File: config.mk
export PLATFORM = sky130hd
export DESIGN_NAME = sram_port_arbiter_flat
export DESIGN_NICKNAME = d
export VERILOG_FILES = /design/src/rtl/sram_arb_pkg.sv /design/src/rtl/sram_port_arbiter_if.sv /design/src/rtl/sram_arb_grant.sv /design/src/rtl/sram_port_arbiter.sv /design/src/flat_wrapper.sv
export SDC_FILE = /design/constraint.sdc
export NUM_CORES = 1
export LEC_CHECK = 0
export BUFFER_PORTS_ARGS = -buffer_cell sky130_fd_sc_hd__buf_2
export CAP_MARGIN = 40
export CORE_MARGIN = 2
export CORE_UTILIZATION = 42
export CTS_CLUSTER_DIAMETER = 60
export DETAILED_ROUTE_END_ITERATION = 10
export PLACE_DENSITY = 0.88
export SETUP_SLACK_MARGIN = 0.2
export SYNTH_ARGS = -nofsm -noshare
export SYNTH_HDL_FRONTEND = slang
export SYNTH_SLANG_ARGS = --single-unit
File: constraint.sdc
create_clock -name HCLK -period 3.6 [get_ports HCLK]
set_input_delay 0.18 -clock HCLK [delete_from_list [all_inputs] [get_ports HCLK]]
set_output_delay 0.18 -clock HCLK [all_outputs]
set_load 0.01 [all_outputs]
File: src/rtl/sram_arb_pkg.sv
// Shared types for the SRAM port arbiter.
//  master_e    : which core port owns an access (fetch or load/store)
//  arb_state_e : access-stage FSM state
//  access_t    : contents of the registered access stage
//  addr_oob()  : window range check on a byte address
package sram_arb_pkg;

    // Word-address width of a 32-bit byte address (bits [31:2]).
    localparam int unsigned SRAM_WORD_AW = 30;

    typedef enum logic {
        M_FETCH = 1'b0,
        M_DATA  = 1'b1
    } master_e;

    typedef enum logic {
        IDLE   = 1'b0,
        ACCESS = 1'b1
    } arb_state_e;

    typedef struct packed {
        logic                    valid;
        master_e                 who;
        logic                    write;
        logic                    oob;
        logic [SRAM_WORD_AW-1:0] addr;
        logic [31:0]             wdata;
    } access_t;

    // Out of window when below the base or at/after base + words*4.
    function automatic logic addr_oob(input logic [31:0] addr, input logic [31:0] base,
                                      input int unsigned words);
        logic [31:0] off;
        off = addr - base;
        return (addr < base) || ((off >> 2) >= words);
    endfunction

endpackage

File: src/rtl/sram_port_arbiter_if.sv
// Bundle of core-side handshakes and SRAM-side bus for sram_port_arbiter.
//  slave  : arbiter view (takes requests and HRDATA, drives ready/response/SRAM controls)
//  master : system view (core ports plus the SRAM model)
interface sram_port_arbiter_if;
    // Fetch port (read-only)
    logic        m0_req;
    logic [31:0] m0_addr;
    logic        m0_ready;
    logic        m0_rvalid;
    logic [31:0] m0_rdata;
    logic        m0_err;
    // Load/store port
    logic        m1_req;
    logic        m1_write;
    logic [31:0] m1_addr;
    logic [31:0] m1_wdata;
    logic        m1_ready;
    logic        m1_rvalid;
    logic [31:0] m1_rdata;
    logic        m1_err;
    // SRAM bus
    logic        HSEL;
    logic [31:0] HADDR;
    logic        HWRITE;
    logic [31:0] HWDATA;
    logic [31:0] HRDATA;

    modport slave (
        input  m0_req, m0_addr,
        output m0_ready, m0_rvalid, m0_rdata, m0_err,
        input  m1_req, m1_write, m1_addr, m1_wdata,
        output m1_ready, m1_rvalid, m1_rdata, m1_err,
        output HSEL, HADDR, HWRITE, HWDATA,
        input  HRDATA
    );

    modport master (
        output m0_req, m0_addr,
        input  m0_ready, m0_rvalid, m0_rdata, m0_err,
        output m1_req, m1_write, m1_addr, m1_wdata,
        input  m1_ready, m1_rvalid, m1_rdata, m1_err,
        input  HSEL, HADDR, HWRITE, HWDATA,
        output HRDATA
    );

endinterface

File: src/rtl/sram_arb_grant.sv
// Grant logic for the two SRAM masters. Produces a one-hot (or empty) grant that is only
// ever given to a requesting master.
// Build option SRAM_ARB_RR_EN:
//  defined   : round-robin on contention via a last-grant flop (reset = M_DATA, so fetch
//              wins the first contention).
//  undefined : load/store has priority; a saturating counter of consecutive fetch denials
//              hands the contended cycle to fetch once it reaches MAX_WAIT.
// Ports:
//  clk_i, rst_i         clock, asynchronous active-high reset
//  m0_req_i, m1_req_i   requests from fetch and load/store
//  gnt_m0_o, gnt_m1_o   grant (combinational)
module sram_arb_grant #(
    parameter int unsigned MAX_WAIT = 4
) (
    input  logic clk_i,
    input  logic rst_i,
    input  logic m0_req_i,
    input  logic m1_req_i,
    output logic gnt_m0_o,
    output logic gnt_m1_o
);
    import sram_arb_pkg::*;

`ifdef SRAM_ARB_RR_EN
    master_e last_q, last_d;

    always_comb begin
        gnt_m0_o = 1'b0;
        gnt_m1_o = 1'b0;
        if (m0_req_i && m1_req_i) begin
            if (last_q == M_DATA) gnt_m0_o = 1'b1;
            else                  gnt_m1_o = 1'b1;
        end else begin
            gnt_m0_o = m0_req_i;
            gnt_m1_o = m1_req_i;
        end
        last_d = last_q;
        if (gnt_m0_o)      last_d = M_FETCH;
        else if (gnt_m1_o) last_d = M_DATA;
    end

    always_ff @(posedge clk_i or posedge rst_i) begin
        if (rst_i) last_q <= M_DATA;
        else       last_q <= last_d;
    end
`else
    localparam int unsigned WW = (MAX_WAIT < 1) ? 1 : $clog2(MAX_WAIT + 1);
    localparam logic [WW-1:0] WAIT_MAX = WW'(MAX_WAIT);

    logic [WW-1:0] wait_q, wait_d;
    logic          starved;

    assign starved = (wait_q == WAIT_MAX);

    always_comb begin
        gnt_m0_o = 1'b0;
        gnt_m1_o = 1'b0;
        if (m0_req_i && m1_req_i) begin
            if (starved) gnt_m0_o = 1'b1;
            else         gnt_m1_o = 1'b1;
        end else begin
            gnt_m0_o = m0_req_i;
            gnt_m1_o = m1_req_i;
        end
        // Count only consecutive denials; any fetch accept or idle fetch clears it.
        wait_d = '0;
        if (m0_req_i && !gnt_m0_o) begin
            wait_d = starved ? wait_q : wait_q + WW'(1);
        end
    end

    always_ff @(posedge clk_i or posedge rst_i) begin
        if (rst_i) wait_q <= '0;
        else       wait_q <= wait_d;
    end
`endif

endmodule

File: src/rtl/sram_port_arbiter.sv
// Shares one single-port word SRAM between instruction fetch (M0, read-only) and
// load/store (M1). One access per cycle: accept in cycle N, SRAM bus driven in N+1 (stores
// commit at the end of N+1, read data captured at the same edge), response in N+2.
// Out-of-window accesses never select the SRAM and return err with zero data.
// Build option SRAM_ARB_RR_EN selects round-robin arbitration (see sram_arb_grant).
// Ports:
//  HCLK, HRESET  clock, asynchronous active-high reset
//  bus (slave)   fetch/load-store handshakes and responses, SRAM HSEL/HADDR/HWRITE/HWDATA
//                (all registered) and HRDATA
module sram_port_arbiter #(
    parameter logic [31:0] ADDR_BASE  = 32'h0000_0000,
    parameter int unsigned SRAM_WORDS = 8192,
    parameter int unsigned MAX_WAIT   = 4
) (
    input  logic                 HCLK,
    input  logic                 HRESET,
    sram_port_arbiter_if.slave   bus
);
    import sram_arb_pkg::*;

    logic       gnt_m0, gnt_m1;
    arb_state_e state_q, state_d;
    access_t    acc_q, acc_d;
    logic       hsel_q, hsel_d;
    logic       hwrite_q, hwrite_d;
    logic       m0_rvalid_q, m0_rvalid_d, m0_err_q, m0_err_d;
    logic       m1_rvalid_q, m1_rvalid_d, m1_err_q, m1_err_d;
    logic [31:0] m0_rdata_q, m0_rdata_d, m1_rdata_q, m1_rdata_d;
    logic [31:0] resp_data;

    sram_arb_grant #(
        .MAX_WAIT (MAX_WAIT)
    ) u_grant (
        .clk_i    (HCLK),
        .rst_i    (HRESET),
        .m0_req_i (bus.m0_req),
        .m1_req_i (bus.m1_req),
        .gnt_m0_o (gnt_m0),
        .gnt_m1_o (gnt_m1)
    );

    assign bus.m0_ready = gnt_m0;
    assign bus.m1_ready = gnt_m1;

    // Access stage: capture the granted request.
    always_comb begin
        acc_d = '0;
        if (gnt_m1) begin
            acc_d.valid = 1'b1;
            acc_d.who   = M_DATA;
            acc_d.write = bus.m1_write;
            acc_d.oob   = addr_oob(bus.m1_addr, ADDR_BASE, SRAM_WORDS);
            acc_d.addr  = bus.m1_addr[31:2];
            acc_d.wdata = bus.m1_wdata;
        end else if (gnt_m0) begin
            acc_d.valid = 1'b1;
            acc_d.who   = M_FETCH;
            acc_d.oob   = addr_oob(bus.m0_addr, ADDR_BASE, SRAM_WORDS);
            acc_d.addr  = bus.m0_addr[31:2];
        end
        state_d  = acc_d.valid ? ACCESS : IDLE;
        hsel_d   = acc_d.valid & ~acc_d.oob;
        hwrite_d = hsel_d & acc_d.write;
    end

    // Response stage: rdata holds between responses; valid/err are single-cycle pulses.
    always_comb begin
        m0_rvalid_d = 1'b0;
        m0_err_d    = 1'b0;
        m0_rdata_d  = m0_rdata_q;
        m1_rvalid_d = 1'b0;
        m1_err_d    = 1'b0;
        m1_rdata_d  = m1_rdata_q;
        resp_data   = acc_q.oob ? 32'h0 : bus.HRDATA;
        if (state_q == ACCESS && acc_q.valid) begin
            if (acc_q.who == M_FETCH) begin
                m0_rvalid_d = 1'b1;
                m0_rdata_d  = resp_data;
                m0_err_d    = acc_q.oob;
            end else if (!acc_q.write) begin
                m1_rvalid_d = 1'b1;
                m1_rdata_d  = resp_data;
                m1_err_d    = acc_q.oob;
            end else begin
                // Stores only report a range error, never data.
                m1_err_d = acc_q.oob;
            end
        end
    end

    always_ff @(posedge HCLK or posedge HRESET) begin
        if (HRESET) begin
            state_q     <= IDLE;
            acc_q       <= '0;
            hsel_q      <= 1'b0;
            hwrite_q    <= 1'b0;
            m0_rvalid_q <= 1'b0;
            m0_err_q    <= 1'b0;
            m0_rdata_q  <= '0;
            m1_rvalid_q <= 1'b0;
            m1_err_q    <= 1'b0;
            m1_rdata_q  <= '0;
        end else begin
            state_q     <= state_d;
            acc_q       <= acc_d;
            hsel_q      <= hsel_d;
            hwrite_q    <= hwrite_d;
            m0_rvalid_q <= m0_rvalid_d;
            m0_err_q    <= m0_err_d;
            m0_rdata_q  <= m0_rdata_d;
            m1_rvalid_q <= m1_rvalid_d;
            m1_err_q    <= m1_err_d;
            m1_rdata_q  <= m1_rdata_d;
        end
    end

    assign bus.HSEL      = hsel_q;
    assign bus.HWRITE    = hwrite_q;
    assign bus.HADDR     = {acc_q.addr, 2'b00};
    assign bus.HWDATA    = acc_q.wdata;
    assign bus.m0_rvalid = m0_rvalid_q;
    assign bus.m0_rdata  = m0_rdata_q;
    assign bus.m0_err    = m0_err_q;
    assign bus.m1_rvalid = m1_rvalid_q;
    assign bus.m1_rdata  = m1_rdata_q;
    assign bus.m1_err    = m1_err_q;

endmodule

File: src/flat_wrapper.sv
// flat-port wrapper written by rule: the top's interface ports become plain ports
module sram_port_arbiter_flat import sram_arb_pkg::*;
#(
    parameter logic [31:0] ADDR_BASE  = 32'h0000_0000,
    parameter int unsigned SRAM_WORDS = 8192,
    parameter int unsigned MAX_WAIT   = 4
)
  (HCLK, HRESET, bus_m0_req, bus_m0_addr, bus_m0_ready, bus_m0_rvalid, bus_m0_rdata, bus_m0_err, bus_m1_req, bus_m1_write, bus_m1_addr, bus_m1_wdata, bus_m1_ready, bus_m1_rvalid, bus_m1_rdata, bus_m1_err, bus_HSEL, bus_HADDR, bus_HWRITE, bus_HWDATA, bus_HRDATA);
  sram_port_arbiter_if bus_i ();
  input  logic HCLK;
  input  logic HRESET;
  input wire logic [$bits(bus_i.m0_req)-1:0] bus_m0_req;
  input wire logic [$bits(bus_i.m0_addr)-1:0] bus_m0_addr;
  output wire logic [$bits(bus_i.m0_ready)-1:0] bus_m0_ready;
  output wire logic [$bits(bus_i.m0_rvalid)-1:0] bus_m0_rvalid;
  output wire logic [$bits(bus_i.m0_rdata)-1:0] bus_m0_rdata;
  output wire logic [$bits(bus_i.m0_err)-1:0] bus_m0_err;
  input wire logic [$bits(bus_i.m1_req)-1:0] bus_m1_req;
  input wire logic [$bits(bus_i.m1_write)-1:0] bus_m1_write;
  input wire logic [$bits(bus_i.m1_addr)-1:0] bus_m1_addr;
  input wire logic [$bits(bus_i.m1_wdata)-1:0] bus_m1_wdata;
  output wire logic [$bits(bus_i.m1_ready)-1:0] bus_m1_ready;
  output wire logic [$bits(bus_i.m1_rvalid)-1:0] bus_m1_rvalid;
  output wire logic [$bits(bus_i.m1_rdata)-1:0] bus_m1_rdata;
  output wire logic [$bits(bus_i.m1_err)-1:0] bus_m1_err;
  output wire logic [$bits(bus_i.HSEL)-1:0] bus_HSEL;
  output wire logic [$bits(bus_i.HADDR)-1:0] bus_HADDR;
  output wire logic [$bits(bus_i.HWRITE)-1:0] bus_HWRITE;
  output wire logic [$bits(bus_i.HWDATA)-1:0] bus_HWDATA;
  input wire logic [$bits(bus_i.HRDATA)-1:0] bus_HRDATA;
  assign bus_i.m0_req = bus_m0_req;
  assign bus_i.m0_addr = bus_m0_addr;
  assign bus_m0_ready = bus_i.m0_ready;
  assign bus_m0_rvalid = bus_i.m0_rvalid;
  assign bus_m0_rdata = bus_i.m0_rdata;
  assign bus_m0_err = bus_i.m0_err;
  assign bus_i.m1_req = bus_m1_req;
  assign bus_i.m1_write = bus_m1_write;
  assign bus_i.m1_addr = bus_m1_addr;
  assign bus_i.m1_wdata = bus_m1_wdata;
  assign bus_m1_ready = bus_i.m1_ready;
  assign bus_m1_rvalid = bus_i.m1_rvalid;
  assign bus_m1_rdata = bus_i.m1_rdata;
  assign bus_m1_err = bus_i.m1_err;
  assign bus_HSEL = bus_i.HSEL;
  assign bus_HADDR = bus_i.HADDR;
  assign bus_HWRITE = bus_i.HWRITE;
  assign bus_HWDATA = bus_i.HWDATA;
  assign bus_i.HRDATA = bus_HRDATA;
  sram_port_arbiter #(.ADDR_BASE(ADDR_BASE), .SRAM_WORDS(SRAM_WORDS), .MAX_WAIT(MAX_WAIT)) u_core (.HCLK(HCLK), .HRESET(HRESET), .bus(bus_i));
endmodule
# After elaboration in Yosys (flattened, before gate mapping)
# Index checks and enable logic that the tools add are counted.
totals:
  register_bits: 140
classes:
  bitwise: 5
  n_eq_ne: 2
  mux: 23
  order_cmp: 4
  n_addsub: 1
  n_reduce_logical: 8
op_table:
  columns: ["op", "count"]
  rows:
  - ["$lt A32 B1 Y1 const B", 2]
  - ["$mux W32", 2]
  - ["$mux W31", 2]
  - ["$ge A30 B14 Y1 const B", 2]
  - ["$mux W1", 15]
  - ["$mux W3", 2]
  - ["$mux W2", 2]
  - ["$add A3 B1 Y3 const B", 1]
  - ["$eq A3 B3 Y1 const B", 1]
  - ["$logic_and A1 B1 Y1", 3]
  - ["$not A1 Y1", 3]
  - ["$reduce_and A3 Y1", 1]
  - ["$and A1 B1 Y1", 2]
  - ["$logic_or A1 B1 Y1", 2]
  - ["$ne A2 B2 Y1 const B", 1]
  - ["$reduce_and A2 Y1", 1]
  - ["$logic_not A1 Y1", 1]

# Depth between registers and ports, before layout
# Gate-level depths: netlist of the first run.
depth:
  depth_word: 8
  ltp_mapped: 7
  mapped_depth_nobuf: 6

# Hierarchy
# Synthesis of the first run repeated with hierarchy kept, for this count alone.
hier_totals:
  hier_cells: 498
  area_unflattened_um2: 5500.3
by_module_without_submodules:
  columns: ["module", "instances", "cells_per_inst", "area_each_um2", "seq_area_each_um2"]
  rows:
  - ["sram_port_arbiter", 1, 480, 5323.9, 3403.3]
  - ["sram_arb_grant", 1, 18, 176.4, 75.1]

# Least setup slack after synthesis of the first run
# No wires, ideal clock.
synth_path:
  path_type: "reg-to-reg"
  start: "register u_core.u_grant.wait_q[0]"
  end: "register u_core.acc_q, in the netlist u_core.bus.HADDR[22]"
  arrival_ns: 1.260
  stages_incl_launch_ff: 8
  slack_ns: 2.219
  t_required_ns: 3.479
  path_cell_list: "dfrtp_1 -> inv_1 -> ha_1 -> nand3_2 -> nand2_2 -> inv_2 -> buf_6 -> a22o_2"
synth_rtl:
  columns: ["item", "line", "rtl"]
  rows:
  - ["start, declared", "sram_arb_grant.sv:50", "logic [WW-1:0] wait_q, wait_d;"]
  - ["start signal, assigned", "sram_arb_grant.sv:74", "else wait_q <= wait_d;"]
  - ["end signal, assigned", "sram_port_arbiter.sv:94", "acc_q <= '0;"]
  - ["end signal, assigned", "sram_port_arbiter.sv:105", "acc_q <= acc_d;"]
  - ["end, declared", "sram_port_arbiter.sv:23", "access_t acc_q, acc_d;"]

==> results of run 1 <==
-- metrics by stage --
stage	cell area, um2	utilization	instances	hold WS (ns)
finish	7940	0.607	952	0.0180
global route	7940	0.607	952	0.00279
CTS	7940	0.607	952	0.00104
detailed placement	6580	0.503	850	0.126
global placement	6500	0.497	847	0.395
floorplan	5560	-	499	0.293
-- cell usage after synthesis (all sizes together) --
cell type	instances
a21boi	1
a22o	30
and2	1
and3	34
buf	79
clkbuf	15
conb	1
dfrtp	139
ha	2
inv	8
mux2i	1
nand2	99
nand2b	1
nand3	2
nand3b	1
nand4	2
nor2	7
nor4	7
o211a	1
o21ai	65
o41ai	1
or2	1
-- cell usage in the layout (no fill, tap or decap), types with 4 or more instances in the layout --
cell type,netlist,routed
sky130_fd_sc_hd__buf_2,6,262
sky130_fd_sc_hd__bufinv_16,0,6
sky130_fd_sc_hd__o21ai_0,65,65
sky130_fd_sc_hd__dlygate4sd3_1,0,71
sky130_fd_sc_hd__nor4_2,4,4
sky130_fd_sc_hd__inv_1,7,6
sky130_fd_sc_hd__nand2_1,98,98
sky130_fd_sc_hd__dfrtp_1,139,139
sky130_fd_sc_hd__a22o_1,29,29
sky130_fd_sc_hd__nor2_1,7,7
sky130_fd_sc_hd__and3_1,34,34
sky130_fd_sc_hd__clkbuf_16,0,17
-- worst max-delay path, stage by stage, from the launching register on --
cell and delay [ns]:
sky130_fd_sc_hd__dfrtp_1 0.39, sky130_fd_sc_hd__inv_1 0.06, sky130_fd_sc_hd__ha_1 0.19, sky130_fd_sc_hd__nand3_2 0.45, sky130_fd_sc_hd__nand2_2 0.27, sky130_fd_sc_hd__inv_2 0.25
sky130_fd_sc_hd__a22o_1 0.30, sky130_fd_sc_hd__dlygate4sd3_1 0.57
-- power groups by stage --
stage                     Combinational, mW  Clock [mW]  Sequential [mW]
after detailed placement              0.490           0             1.77
after floorplan                       0.255           0             1.80
final                                 0.557        1.93             1.74
after global placement                0.466           0             1.76
after global routing                  0.613        2.05             1.75
after CTS                             0.556        1.96             1.74
-- registers in the layout, summed over array words and instances (netlist names) --
register / cells
u_core.bus.m1_err: 1
u_core.bus.m0_rdata: 32
u_core.bus.m0_rvalid: 1
u_core.bus.HWDATA: 32
u_core.bus.m1_rdata: 32
u_core.bus.HSEL: 1
u_core.u_grant.wait_q: 3
u_core.bus.HWRITE: 1
u_core.bus.HADDR: 30
u_core.bus.m0_err: 1
u_core.bus.m1_rvalid: 1
u_core.acc_q: 4
-- final timing paths --
| path | from | endpoint | slack [ns] | cells after the start |
|---|---|---|---|---|
| max | u_core.u_grant.wait_q[0] | u_core.bus.HADDR[7] | 0.97 | 7 |
| min | bus_m1_wdata[14] | u_core.bus.HWDATA[14] | 0.02 | 2 |
| max reg2reg | u_core.u_grant.wait_q[0] | u_core.bus.HADDR[7] | 0.97 | 7 |
| min reg2reg | u_core.u_grant.wait_q[0] | u_core.u_grant.wait_q[0] | 0.46 | 1 |
| max in group asynchronous | HRESET | u_core.bus.HADDR[13] | 2.68 | 5 |
| min in group asynchronous | HRESET | u_core.bus.m1_rdata[14] | 0.27 | 3 |
-- kinds of logic (layout without fill, tap and decap cells) --
| group | after synthesis | in the layout | share of synthesized area |
|---|---|---|---|
| other | 1 | 2 | 0.000675 |
| muxes | 1 | 1 | 0.00180 |
| AOI/OAI and AO/OA | 98 | 98 | 0.114 |
| and+or+nand+nor | 155 | 155 | 0.132 |
| buffers and inverters | 102 | 379 | 0.120 |
| DFF | 139 | 139 | 0.626 |
| adders and majority gates | 2 | 2 | 0.00451 |
-- routing by layer --
layer | global-route usage | up-vias
li1 | - | 2136
met3 | 0.0580 | 33
met4 | 0.0938 | 0
met2 | 0.366 | 200
met1 | 0.237 | 2137
met5 | 0 | -
-- cell type report --
cell class              count  area share
repair buffers            340       0.269
flip-flops and latches    139       0.438
clock inverters            12      0.0279
clock buffers              19      0.0545
multi-input cells         258       0.178
well taps                 176      0.0277
inverters                   8     0.00425
-- what timing repair did --
action / 4_1_cts / 5_1_grt
hold endpoints to repair: 93 / 0
hold buffers: 71 / 0
buffers inserted: 0 / 0
==> impl_table.tex, run 1 <==
\begin{tabular}{lr}
\hline
Metric & Value \\
\hline
\multicolumn{2}{l}{\textbf{Placed design}} \\
Detailed placement HPWL & around 9400 um \\
Placer's final routability congestion estimate & $\sim$0.79 \\
Port bufs & 262 \\
Worst slack at placement & 1.55 ns \\
\multicolumn{2}{l}{\textbf{Pwr}} \\
Post-layout total power & 4.22 mW \\
Logic pwr share & 0.132 \\
Power density cells & approximately 530 nW/um2 \\
Part of the power in the clock network & 0.456 \\
Switching portion of total power & 0.232 \\
Static Leakage & 4.27 nW \\
Net load switching power & 977 uW \\
Largest voltage drop on the vdd net & around 0.0004 V \\
Internal power contribution & 3.24 mW \\
Portion of total power attributed to sequential cells & 0.412 \\
\multicolumn{2}{l}{\textbf{Timing}} \\
Final setup margin & 0.970 ns \\
F\_max & roughly 380 MHz \\
Final Max Tran Viols & 0 \\
Setup Skew & 0.00505 ns \\
Hold Fails Final Rpt & 0 \\
Post-route minimum period & 2.63 ns \\
Summed negative setup slack over all endpoints & 0 ns \\
Tightest slew margin relative to the limit & 0.425 \\
Final count of negative-setup-slack endpoints & 0 \\
Least-Margin Pin Slew & about 0.86 ns \\
Share of the clock period used by the worst path & 0.730 \\
Unrepaired setup endpoints after global routing & no \\
\multicolumn{2}{l}{\textbf{Synth}} \\
Area share of the largest cell type after synthesis & 0.626 \\
Synth cell types & 31 \\
Count of state elements after synthesis & 139 \\
Sequential element share of the synthesized area & 0.626 \\
Count of warnings emitted by yosys & 0 \\
Syn Std Cell Area & 5550 um2 \\
Per-instance average area after synthesis & about 11 um2 \\
Yosys top cell by area & sky130\_fd\_sc\_hd\_\_dfrtp\_1 \\
Mapped Cells & 498 \\
Top cells by area in the synthesized netlist & sky130\_fd\_sc\_hd\_\_dfrtp\_1, sky130\_fd\_sc\_hd\_\_buf\_4, sky130\_fd\_sc\_hd\_\_nand2\_1 \\
\multicolumn{2}{l}{\textbf{GRT}} \\
Number of global-route vias before repair & about 4700 \\
Total congestion overflow after global routing & 0 \\
Maximum number of pins on one net before global-route repair & 66 \\
Overall global routing resource usage & 0.209 \\
Initial antenna violation count & 0 \\
First-pass GRT wire length & 23200 um \\
\multicolumn{2}{l}{\textbf{Floorplanning}} \\
Effective utilization at floorplan & 0.424 \\
Die width & roughly 120 um \\
Count of pins on the block boundary & 269 \\
Die extent in y & 119 um \\
Core box area & 13100 um2 \\
Number of rows in the core area & 42 \\
Area of the die & 14200 um2 \\
\multicolumn{2}{l}{\textbf{Setup path}} \\
Worst endpoint data arrival time & 2.91 ns \\
Worst setup SP type & flip-flop \\
Critical setup path kind & reg2reg \\
Worst-path fanout max & 34 \\
CP Data Required Time & 3.88 ns \\
Critical Path Sink Type & flip-flop \\
\multicolumn{2}{l}{\textbf{Clocking}} \\
Bufs on Longest Clock Path & 2 \\
Number of instances resized during post-cts repair & 0 \\
Insertion delay to the later sink of the worst-skew pair & 0.41 ns \\
Count of clock tree sinks & 139 \\
CTS tree & built \\
Clock input transition at the sequential cells of the worst setup and hold paths & 0.06 ns \\
Root cell of the clock tree & sky130\_fd\_sc\_hd\_\_clkbuf\_16 \\
H-tree level count & 4 \\
Clock buffer count from CTS & 17 \\
\multicolumn{2}{l}{\textbf{Job}} \\
Max capacitance violation total & 0 \\
\multicolumn{2}{l}{\textbf{Detailed routing}} \\
Routed WL & about 14000 um \\
Detail Route met2 WL & approximately 7500 um \\
Met3 wire len & 970 um \\
Highest Signal Layer & met4 \\
Routed vias/inst & 4.73 \\
Sum of routed wire segments on met1 & 5510 um \\
Antenna-violating nets left & 0 \\
Number of iterations in the first detailed-routing pass & 4 \\
Vias after detailed routing & 4506 \\
Detailed Route Iter0 Violations & 249 \\
Post-detailed-route DRC marker count & 0 \\
WL/cell & 15.1 um \\
\multicolumn{2}{l}{\textbf{Worst hold path}} \\
Path type of the worst min-delay path & in2reg \\
\multicolumn{2}{l}{\textbf{Finish}} \\
\# nets final & approximately 900 \\
Antenna diodes & 0 \\
Multi-input combinational cell area & 1420 um2 \\
Fillcell total & 1054 \\
Layout cell share with drive strength beyond 1 & 0.401 \\
Area used by sequential logic in the layout & 3480 um2 \\
P\&R area growth vs syn & 43.0\% \\
\multicolumn{2}{l}{\textbf{Run status}} \\
Run status & finished, final reports clean \\
\hline
\end{tabular}
(Power assumes the default switching activity.)
==> run 2: changes to the inputs <==
==> constraint.sdc (replaced) <==
create_clock -name HCLK -period 2.1 [get_ports HCLK]
set_input_delay 0.105 -clock HCLK [delete_from_list [all_inputs] [get_ports HCLK]]
set_output_delay 0.105 -clock HCLK [all_outputs]
set_load 0.01 [all_outputs]
==> run 2 against run 1 <==
Effect of this change: sequential power rose by 71%; first-iteration DRC count grew 11%; register-to-register slack got worse by 0.51 ns; clock power up 63%; sequential share of layout area fell by 3.0 points; worst setup slack lost 0.66 ns; power increased by 70%; cell area up 7.4%; global-route usage up 2.2 points; via count increased by 7.1%; critical path type is now reg2out.
==> impl_table.tex, run 2 (synthesis gave the netlist of run 1 again) <==
\begin{tabular}{lr}
\hline
Metric & Value \\
\hline
\multicolumn{2}{l}{\textbf{Run status}} \\
Run status & finished, final reports clean \\
\multicolumn{2}{l}{\textbf{Setup path}} \\
Worst setup slack for register-to-register paths & 0.46 ns (-0.51 ns) \\
Critical setup path kind & reg2out \\
Crit path cell chain & inv\_1 > ha\_1 > nand2\_1 > a21boi\_4 > buf\_12 > buf\_2 \\
CP peak stage delay & 0.40 ns (-0.17 ns) \\
CP Data Required Time & 2.00 ns (-1.88 ns) \\
Worst setup SP type & flip-flop \\
Critical-path cell with the highest stage delay & sky130\_fd\_sc\_hd\_\_dfrtp\_1 \\
Critical Path Sink Type & primary output \\
Worst-path fanout max & 6 (-82\%) \\
Worst endpoint data arrival time & 1.68 ns (-1.23 ns) \\
\multicolumn{2}{l}{\textbf{GRT}} \\
Initial antenna violation count & 1 (+1) \\
First-pass GRT wire length & 25600 um (+10\%) \\
Maximum number of pins on one net before global-route repair & 87 (+32\%) \\
Number of global-route vias before repair & 5096 (+7.7\%) \\
Total congestion overflow after global routing & 0 (unchanged) \\
Overall global routing resource usage & 0.231 (+0.0220) \\
\multicolumn{2}{l}{\textbf{Placed design}} \\
Placed Cells incl. Taps & 850 (unchanged) \\
Worst slack at placement & 0.500 ns (-1.05 ns) \\
Detailed placement HPWL & 9110 um (-3.3\%) \\
Placer's final routability congestion estimate & 0.773 (-1.6\%) \\
Port bufs & 262 (unchanged) \\
\multicolumn{2}{l}{\textbf{Finish}} \\
P\&R area growth vs syn & 53.7\% \\
Area used by sequential logic in the layout & 3480 um2 (unchanged) \\
Highest-count cells in the layout ignoring fill and taps & sky130\_fd\_sc\_hd\_\_buf\_2, sky130\_fd\_sc\_hd\_\_dfrtp\_1, sky130\_fd\_sc\_hd\_\_dlygate4sd3\_1 \\
\# nets final & 961 (+6.9\%) \\
Fillcell total & 930 (-12\%) \\
Most frequent standard cell in the layout excluding fill and tap cells & sky130\_fd\_sc\_hd\_\_buf\_2 \\
Layout cell share with drive strength beyond 1 & 0.380 (-0.0206) \\
Multi-input combinational cell area & 1420 um2 (unchanged) \\
Final cell count without fillers & 1016 (+6.7\%) \\
\multicolumn{2}{l}{\textbf{Clocking}} \\
Root cell of the clock tree & sky130\_fd\_sc\_hd\_\_clkbuf\_16 \\
H-tree level count & 4 (unchanged) \\
Bufs on Longest Clock Path & 2 (unchanged) \\
Insertion delay to the later sink of the worst-skew pair & 0.40 ns (about the same) \\
CTS tree & built \\
Clock input transition at the sequential cells of the worst setup and hold paths & 0.06 ns (about the same) \\
Clock buffer count from CTS & 17 (unchanged) \\
Count of clock tree sinks & 139 (unchanged) \\
\multicolumn{2}{l}{\textbf{Timing}} \\
Tightest hold margin & 0.198 ns (+0.180 ns) \\
Final setup margin & 0.310 ns (-0.660 ns) \\
Post-route minimum period & approximately 1.8 ns \\
Tightest slew margin relative to the limit & 0.563 (+0.138) \\
F\_max & between 500 and 600 MHz \\
Summed negative setup slack over all endpoints & 0 ns (unchanged) \\
Least-Margin Pin Slew & 0.656 ns (-0.205 ns) \\
Setup Skew & 0.00560 ns (+0.000554 ns) \\
Share of the clock period used by the worst path & 0.852 \\
Final count of negative-setup-slack endpoints & 0 (unchanged) \\
Hold Fails Final Rpt & 0 (unchanged) \\
Final Max Tran Viols & 0 (unchanged) \\
Unrepaired setup endpoints after global routing & no \\
\multicolumn{2}{l}{\textbf{Detailed routing}} \\
Routed WL & 16400 um (+14\%) \\
Routed vias/inst & 4.75 (+0.31\%) \\
Antenna-violating nets left & 0 (unchanged) \\
Vias after detailed routing & 4824 (+7.1\%) \\
Detailed Route Iter0 Violations & 276 (+11\%) \\
Post-detailed-route DRC marker count & 0 (unchanged) \\
Number of iterations in the first detailed-routing pass & 4 (unchanged) \\
WL/cell & 16.2 um (+7.1\%) \\
\multicolumn{2}{l}{\textbf{Floorplanning}} \\
Number of rows in the core area & 42 (unchanged) \\
Die width & 119 um (unchanged) \\
Area of the die & 14200 um2 (unchanged) \\
Core box area & 13100 um2 (unchanged) \\
Die extent in y & 119 um (unchanged) \\
Count of pins on the block boundary & 269 (unchanged) \\
Effective utilization at floorplan & 0.424 (unchanged) \\
\multicolumn{2}{l}{\textbf{Pwr}} \\
Static Leakage & 4.51 nW (+5.6\%) \\
Power density cells & 841 nW/um2 (+58\%) \\
Largest voltage drop on the vdd net & 0.000745 V (+81\%) \\
\multicolumn{2}{l}{\textbf{Worst hold path}} \\
Path type of the worst min-delay path & in2reg \\
\multicolumn{2}{l}{\textbf{Job}} \\
Max capacitance violation total & 0 (unchanged) \\
\hline
\end{tabular}
run 2: changes by cell type in the layout (fill, tap and decap cells not counted), moves of 2 or more:
cell | before | now
sky130_fd_sc_hd__buf_12 | 2 | 4
sky130_fd_sc_hd__buf_16 | 2 | 0
sky130_fd_sc_hd__buf_4 | 3 | 8
sky130_fd_sc_hd__bufinv_16 | 6 | 4
sky130_fd_sc_hd__clkbuf_8 | 0 | 2
sky130_fd_sc_hd__clkinv_2 | 3 | 5
sky130_fd_sc_hd__dlygate4sd3_1 | 71 | 127
run 2: metal layers:
layer / part of all wire / track usage / vias up / routed length, um
met2: 0.53 / 0.411 / 211 / 8660
met1: 0.39 / 0.262 / 2307 / 6340
met4: 0.025 / 0.0885 / 0 / 412
met5: 0 / 0 / - / 0
li1: - / - / 2266 / -
met3: 0.061 / 0.0666 / 40 / 1000
run 2: metrics by stage:
| stage | total power [mW] | cell area, um2 | utilization |
|---|---|---|---|
| 2_1_floorplan | 3.52 | 5560 | - |
| 3_3_place_gp | 3.82 | 6560 | 0.501 |
| 3_5_place_dp | 3.85 | 6560 | 0.501 |
| 4_1_cts | 7.19 | 8470 | 0.647 |
| 5_1_grt | 7.49 | 8530 | 0.652 |
| 6_report | 7.18 | 8530 | 0.652 |
run 2: worst paths after layout:
path,from,end,cells after the start
max in group asynchronous,HRESET,u_core.bus.m1_rdata[13],4
min in group asynchronous,HRESET,u_core.bus.m0_rdata[17],4
max,u_core.u_grant.wait_q[0],bus_m0_ready,6
max reg2reg,u_core.u_grant.wait_q[0],u_core.bus.HSEL,8
min reg2reg,u_core.u_grant.wait_q[0],u_core.u_grant.wait_q[0],1
min,bus_m1_req,u_core.u_grant.wait_q[2],3
run 2: final cells by class:
| class | count | share of cell area |
|---|---|---|
| sequential | 139 | 0.408 |
| timing repair buffer | 402 | 0.322 |
| multi-input combinational | 258 | 0.166 |
| clock buffer | 20 | 0.0535 |
| tap | 176 | 0.0258 |
| clock inverter | 12 | 0.0199 |
| inverter | 8 | 0.00484 |
| antenna | 1 | 0.000293 |
run 2: power by group:
group          leakage, nW  internal [mW]  switching [mW]
logic                 2.40          0.515           0.540
clock network        0.310           2.04            1.10
registers             1.80           2.89          0.0917
run 2: worst max-delay path, delay by kind of cell, from the launching register on:
| family | cells | cell delay [ns] |
|---|---|---|
| compound gates | 1 | 0.24 |
| simple gates | 1 | 0.12 |
| buf+inv | 3 | 0.32 |
| fa+ha+maj | 1 | 0.19 |
| flops | 1 | 0.40 |
run 2: repair_timing:
action / CTS / global route
gates cloned: 0 / 1
endpoints found under the setup margin: 2 / 2
setup buffers: 1 / 4
pin swaps: 1 / 1
hold buffers: 127 / 0
gates resized for setup: 1 / 2
endpoints found under the hold margin: 271 / 0
